File: src/rtl/psum_feeder_pkg.sv
// Shared definitions for the psum feeder and its neighbours (SFU bank, array FIFO).
// Holds the state encoding, default lane geometry and the lane slice rule.
package psum_feeder_pkg;

  localparam int COL     = 8;
  localparam int PSUM_BW = 16;
  localparam int CNT_BW  = 8;

  typedef enum logic [2:0] {
    ST_IDLE   = 3'd0,
    ST_STREAM = 3'd1,
    ST_FLUSH  = 3'd2,
    ST_RELU   = 3'd3,
    ST_DONE   = 3'd4
  } state_e;

  // Lane i of a packed vector lives at [lane_lo(i, bw) +: bw].
  function automatic int lane_lo(input int lane, input int bw);
    return lane * bw;
  endfunction

endpackage

File: src/rtl/psum_feeder.sv
// Streams psum vectors from the array FIFO into the SFU bank for one tile,
// then optionally requests ReLU and pulses done.
module psum_feeder
  import psum_feeder_pkg::*;
#(
  parameter int col     = COL,
  parameter int psum_bw = PSUM_BW,
  parameter int cnt_bw  = CNT_BW
) (
  input  logic                   clk,
  input  logic                   rst,
  input  logic                   start,
  input  logic [cnt_bw-1:0]      acc_len,
  input  logic                   relu_en,
  input  logic                   src_valid,
  input  logic [col*psum_bw-1:0] src_data,
  output logic                   src_ready,
  output logic                   sfu_in_valid,
  output logic [col*psum_bw-1:0] sfu_in,
  output logic                   sfu_relu_valid,
  output logic                   busy,
  output logic                   done,
  output logic [cnt_bw-1:0]      acc_cnt
);

  state_e                 state_q, state_d;
  logic [cnt_bw-1:0]      len_q, len_d;
  logic                   relu_q, relu_d;
  logic [cnt_bw-1:0]      cnt_q, cnt_d;
  logic                   vld_q, vld_d;
  logic [col*psum_bw-1:0] data_q, data_d;
  logic                   last_beat;

  assign last_beat = (cnt_q == len_q - cnt_bw'(1));

  always_comb begin
    state_d = state_q;
    len_d   = len_q;
    relu_d  = relu_q;
    cnt_d   = cnt_q;
    vld_d   = 1'b0;
    data_d  = data_q;
    unique case (state_q)
      ST_IDLE: begin
        if (start) begin
          len_d   = acc_len;
          relu_d  = relu_en;
          cnt_d   = '0;
          state_d = (acc_len == '0) ? ST_DONE : ST_STREAM;
        end
      end
      ST_STREAM: begin
        if (src_valid) begin
          data_d = src_data;
          vld_d  = 1'b1;
          cnt_d  = cnt_q + cnt_bw'(1);
          if (last_beat) state_d = ST_FLUSH;
        end
      end
      // Last beat is on the wire; ReLU waits a cycle so it never overlaps in_valid.
      ST_FLUSH: state_d = relu_q ? ST_RELU : ST_DONE;
      ST_RELU:  state_d = ST_DONE;
      ST_DONE:  state_d = ST_IDLE;
      default:  state_d = ST_IDLE;
    endcase
  end

  always_ff @(posedge clk or posedge rst) begin
    if (rst) begin
      state_q <= ST_IDLE;
      len_q   <= '0;
      relu_q  <= 1'b0;
      cnt_q   <= '0;
      vld_q   <= 1'b0;
      data_q  <= '0;
    end else begin
      state_q <= state_d;
      len_q   <= len_d;
      relu_q  <= relu_d;
      cnt_q   <= cnt_d;
      vld_q   <= vld_d;
      data_q  <= data_d;
    end
  end

  assign src_ready      = (state_q == ST_STREAM);
  assign sfu_relu_valid = (state_q == ST_RELU);
  assign done           = (state_q == ST_DONE);
  assign busy           = (state_q != ST_IDLE);
  assign sfu_in_valid   = vld_q;
  assign sfu_in         = data_q;
  assign acc_cnt        = cnt_q;

endmodule

File: config.mk
export PLATFORM = sky130hd
export DESIGN_NAME = psum_feeder
export DESIGN_NICKNAME = d
export VERILOG_FILES = /design/src/rtl/psum_feeder_pkg.sv /design/src/rtl/psum_feeder.sv
export SDC_FILE = /design/constraint.sdc
export NUM_CORES = 1
export LEC_CHECK = 0
export ABC_CLOCK_PERIOD_IN_PS = 6300
export CAP_MARGIN = 30
export CORE_MARGIN = 5
export CORE_UTILIZATION = 35
export DETAILED_ROUTE_END_ITERATION = 7
export MAX_ROUTING_LAYER = met4
export PLACE_DENSITY_LB_ADDON = 0.25
export SYNTH_ARGS = -nofsm -noshare
export SYNTH_HDL_FRONTEND = slang
export SYNTH_SLANG_ARGS = --single-unit
File: constraint.sdc
create_clock -name clk -period 6.3 [get_ports clk]
set_clock_uncertainty 0.1 [all_clocks]
set_input_delay 1.89 -clock clk [delete_from_list [all_inputs] [get_ports clk]]
set_output_delay 1.89 -clock clk [all_outputs]
set_load 0.005 [all_outputs]
==> results.py <==
metrics = {
    "pwr": {
        "leakagePower_nw": 3.93,
        "ir_drop_mv": 0.189,
        "p_per_area_nw_per_um2": 419,
    },
    "cts": {
        "clk_latency_ns": 0.41,
        "hold_buffers": 0,
        "clockRootBuffer": "clkbuf_16",
        "cts_setup_buffers": 0,
        "cts_tree": "yes",
        "htreeDepth": 4,
        "path_clk_slew_ns": 0.06,
        "post_cts_resize_count": 0,
        "cts.sinks": 149,
        "cts_buffers": 17,
        "ctsLongestPathBuffers": 2,
    },
    "critical_path": {
        "start_kind": "input port",
        "max_stage_delay_ns": 0.81,
        "worst-setup-path-type": "input port to flop",
        "cp_max_fo": 79,
        "crit_cells": 4,
        "critPathCaptureType": "flop",
        "crit_required_ns": 6.49,
        "path_buf_inv": 2,
        "slowest_stage": "and4bb_4",
        "cp_top_family": "buffers and inverters",
        "critPathArrivalTime_ns": 4.18,
        "crit_chain": "clkdlybuf4s50_1 -> and4bb_4 -> buf_12 -> mux2_2",
        "r2r.worst_path.cells": 3,
    },
    "synth": {
        "synth_edf_count": 0,
        "syn_nets": 533,
        "synth_flop_cell": "dfrtp_1",
        "async_reset_ff_share_pct": 100,
        "synthesis.instances": 390,
        "synthDistinctLibCells": 34,
        "yosysTopAreaCellShare_pct": 63.0,
        "avgSynthCellArea_sq_um": 15.2,
        "synth_area_sq_um": 5920,
        "synthTopCellsByArea": "dfrtp_1 63%, mux2_2 26%, buf_2 1.4%, xor2_1 1.2%, xnor2_1 0.89%",
        "ys_seq_elements": 149,
        "yosys.area.top_type": "dfrtp_1",
        "seq_area_frac_synth_pct": 63.0,
        "yosysWarnings": 0,
    },
    "min_path": {
        "hp-class": "flop to flop",
        "holdPathStages": 1,
    },
    "detailed_routing": {
        "wl_um": 16100,
        "num_vias": 4242,
        "drcViolationCount": 0,
        "route.antenna.remaining_nets": 0,
        "drt_iter0_drc": 159,
        "viasPerCell": 4.68,
        "post_drt_wl_per_cell_um": 17.7,
        "dr.pass1.iters": 4,
    },
    "global_routing": {
        "antenna_found_initial": 0,
        "grt_max_degree": 112,
        "grt_pass1_vias": 4421,
        "overflow": 0,
        "track_usage_pct": 16.6,
        "grt_pass1_wl_um": 24900,
    },
    "timing": {
        "worst_pin_slew_ns": 0.898,
        "hold_violations": 0,
        "max_slew_margin_pct": 40.2,
        "period_share_pct": 63.3,
        "setup-tns-final_ns": 0,
        "period_minus_slack_ns": 3.99,
        "setup_ws_ns": 2.31,
        "setup_viol": 0,
        "rsz0062_at_grt": "no",
        "max_freq_ghz": 0.251,
        "maxSlewViolCount": 0,
    },
    "final_layout": {
        "final_core_util_pct": 57.9,
        "final-instance-count-excl-fill": 906,
        "finalNetCount": 817,
        "regArea_sq_um": 3730,
        "area_growth_pct": 62.1,
        "antenna_cells": 0,
        "drive_gt1_share_pct": 25.5,
        "fillers": 1320,
        "multi_input_area_sq_um": 2070,
    },
    "placement": {
        "gp_congestion": 0.847,
        "io_buffers": 281,
        "dp_hpwl_um": 11800,
        "dp.cells": 874,
        "dpl_worst_slack_ns": 1.88,
    },
    "die": {
        "io_pins": 282,
        "core_sq_um": 16600,
        "fp.dieW_um": 140,
        "dieArea_sq_um": 19600,
        "rows": 47,
        "start_util_pct": 35.7,
        "die_h_um": 140,
    },
    "job": {
        "drv_cap": 0,
    },
    "status": {
        "outcome": "finished clean",
    },
}
[final timing paths]
path / from / endpoint / slack, ns
max: src_valid / sfu_in[79] / 2.31
min: sfu_in[69] / sfu_in[69] / 0.40
max reg2reg: state_q[1] / sfu_in[79] / 3.71
min reg2reg: sfu_in[69] / sfu_in[69] / 0.40
max in group asynchronous: rst / len_q[1] / 3.54
min in group asynchronous: rst / sfu_in[126] / 1.74
[Yosys cell counts (all sizes together) (2+ instances only)]
cell type  instances
buf               18
o21ai              5
nand2b             6
a21oi              4
ha                 2
nand2              5
a41oi              2
inv                6
and3               2
nor2              12
clkbuf             2
nand4              4
xor2               8
nor4               3
xnor2              6
mux2             136
dfrtp            149
nor3               5
nand3              2
[cell type report]
class / count / share of cell area (%)
multi-input combinational: 215 / 21.6
clock inverter: 12 / 1.86
timing repair buffer: 285 / 30.0
inverter: 6 / 0.287
tap: 220 / 2.87
sequential: 149 / 38.8
clock buffer: 19 / 4.61
[power breakdown]
group	internal [mW]	total (mW)	switching, mW
sequential	1.29	1.51	0.216
combinational	0.970	1.45	0.479
clock	0.672	1.07	0.394
total	2.93	4.02	1.09
[kinds of logic after synthesis]
logic type	synth area share (%)
AO/OA/AOI/OAI	2.41
XOR/XNOR	2.07
adder cells (fa/ha/maj)	0.423
buffers and inverters	2.11
flip-flops	63.0
multiplexers	25.9
AND/OR/NAND/NOR	4.12
[layout by cell type, fill, tap and decap left out, types with 2 or more instances in the layout]
master and n:
bufinv_16 4, xnor2_1 6, nor3_1 5, nand3_1 2, nor2_1 12, clkbuf_16 17, nor4_1 3, mux2_2 136
xor2_1 8, clkdlybuf4s50_1 281, and3_1 2, nand4_1 4, clkinv_2 2, buf_4 2, clkinv_4 2, ha_1 2
inv_6 2, nand2_1 5, dfrtp_1 149, nand2b_1 6, clkinvlp_4 3, inv_1 5, a21oi_1 4, a41oi_1 2
o21ai_0 4
[stage by stage]
stage / area (sq um) / power (mW) / hold WS, ns
final: 9600 / 4.02 / 0.403
after global routing: 9600 / 4.25 / 0.412
after CTS: 9570 / 4.08 / 0.408
after detailed placement: 8950 / 2.99 / 0.394
after global placement: 8950 / 2.95 / 0.389
after floorplan: 5920 / 2.12 / 0.386
[registers in the layout (all words and copies together), names as in the netlist]
signal,flops
sfu_in,128
acc_cnt,8
len_q,8
state_q,3
relu_q,1
sfu_in_valid,1
[routing by layer]
layer	share of wire (%)	GRT usage, %
met1	43	20.3
met2	48	26.2
met3	7.7	5.76
met4	1.6	5.05
met5	0	-
Power figures use the tool's default switching activity.
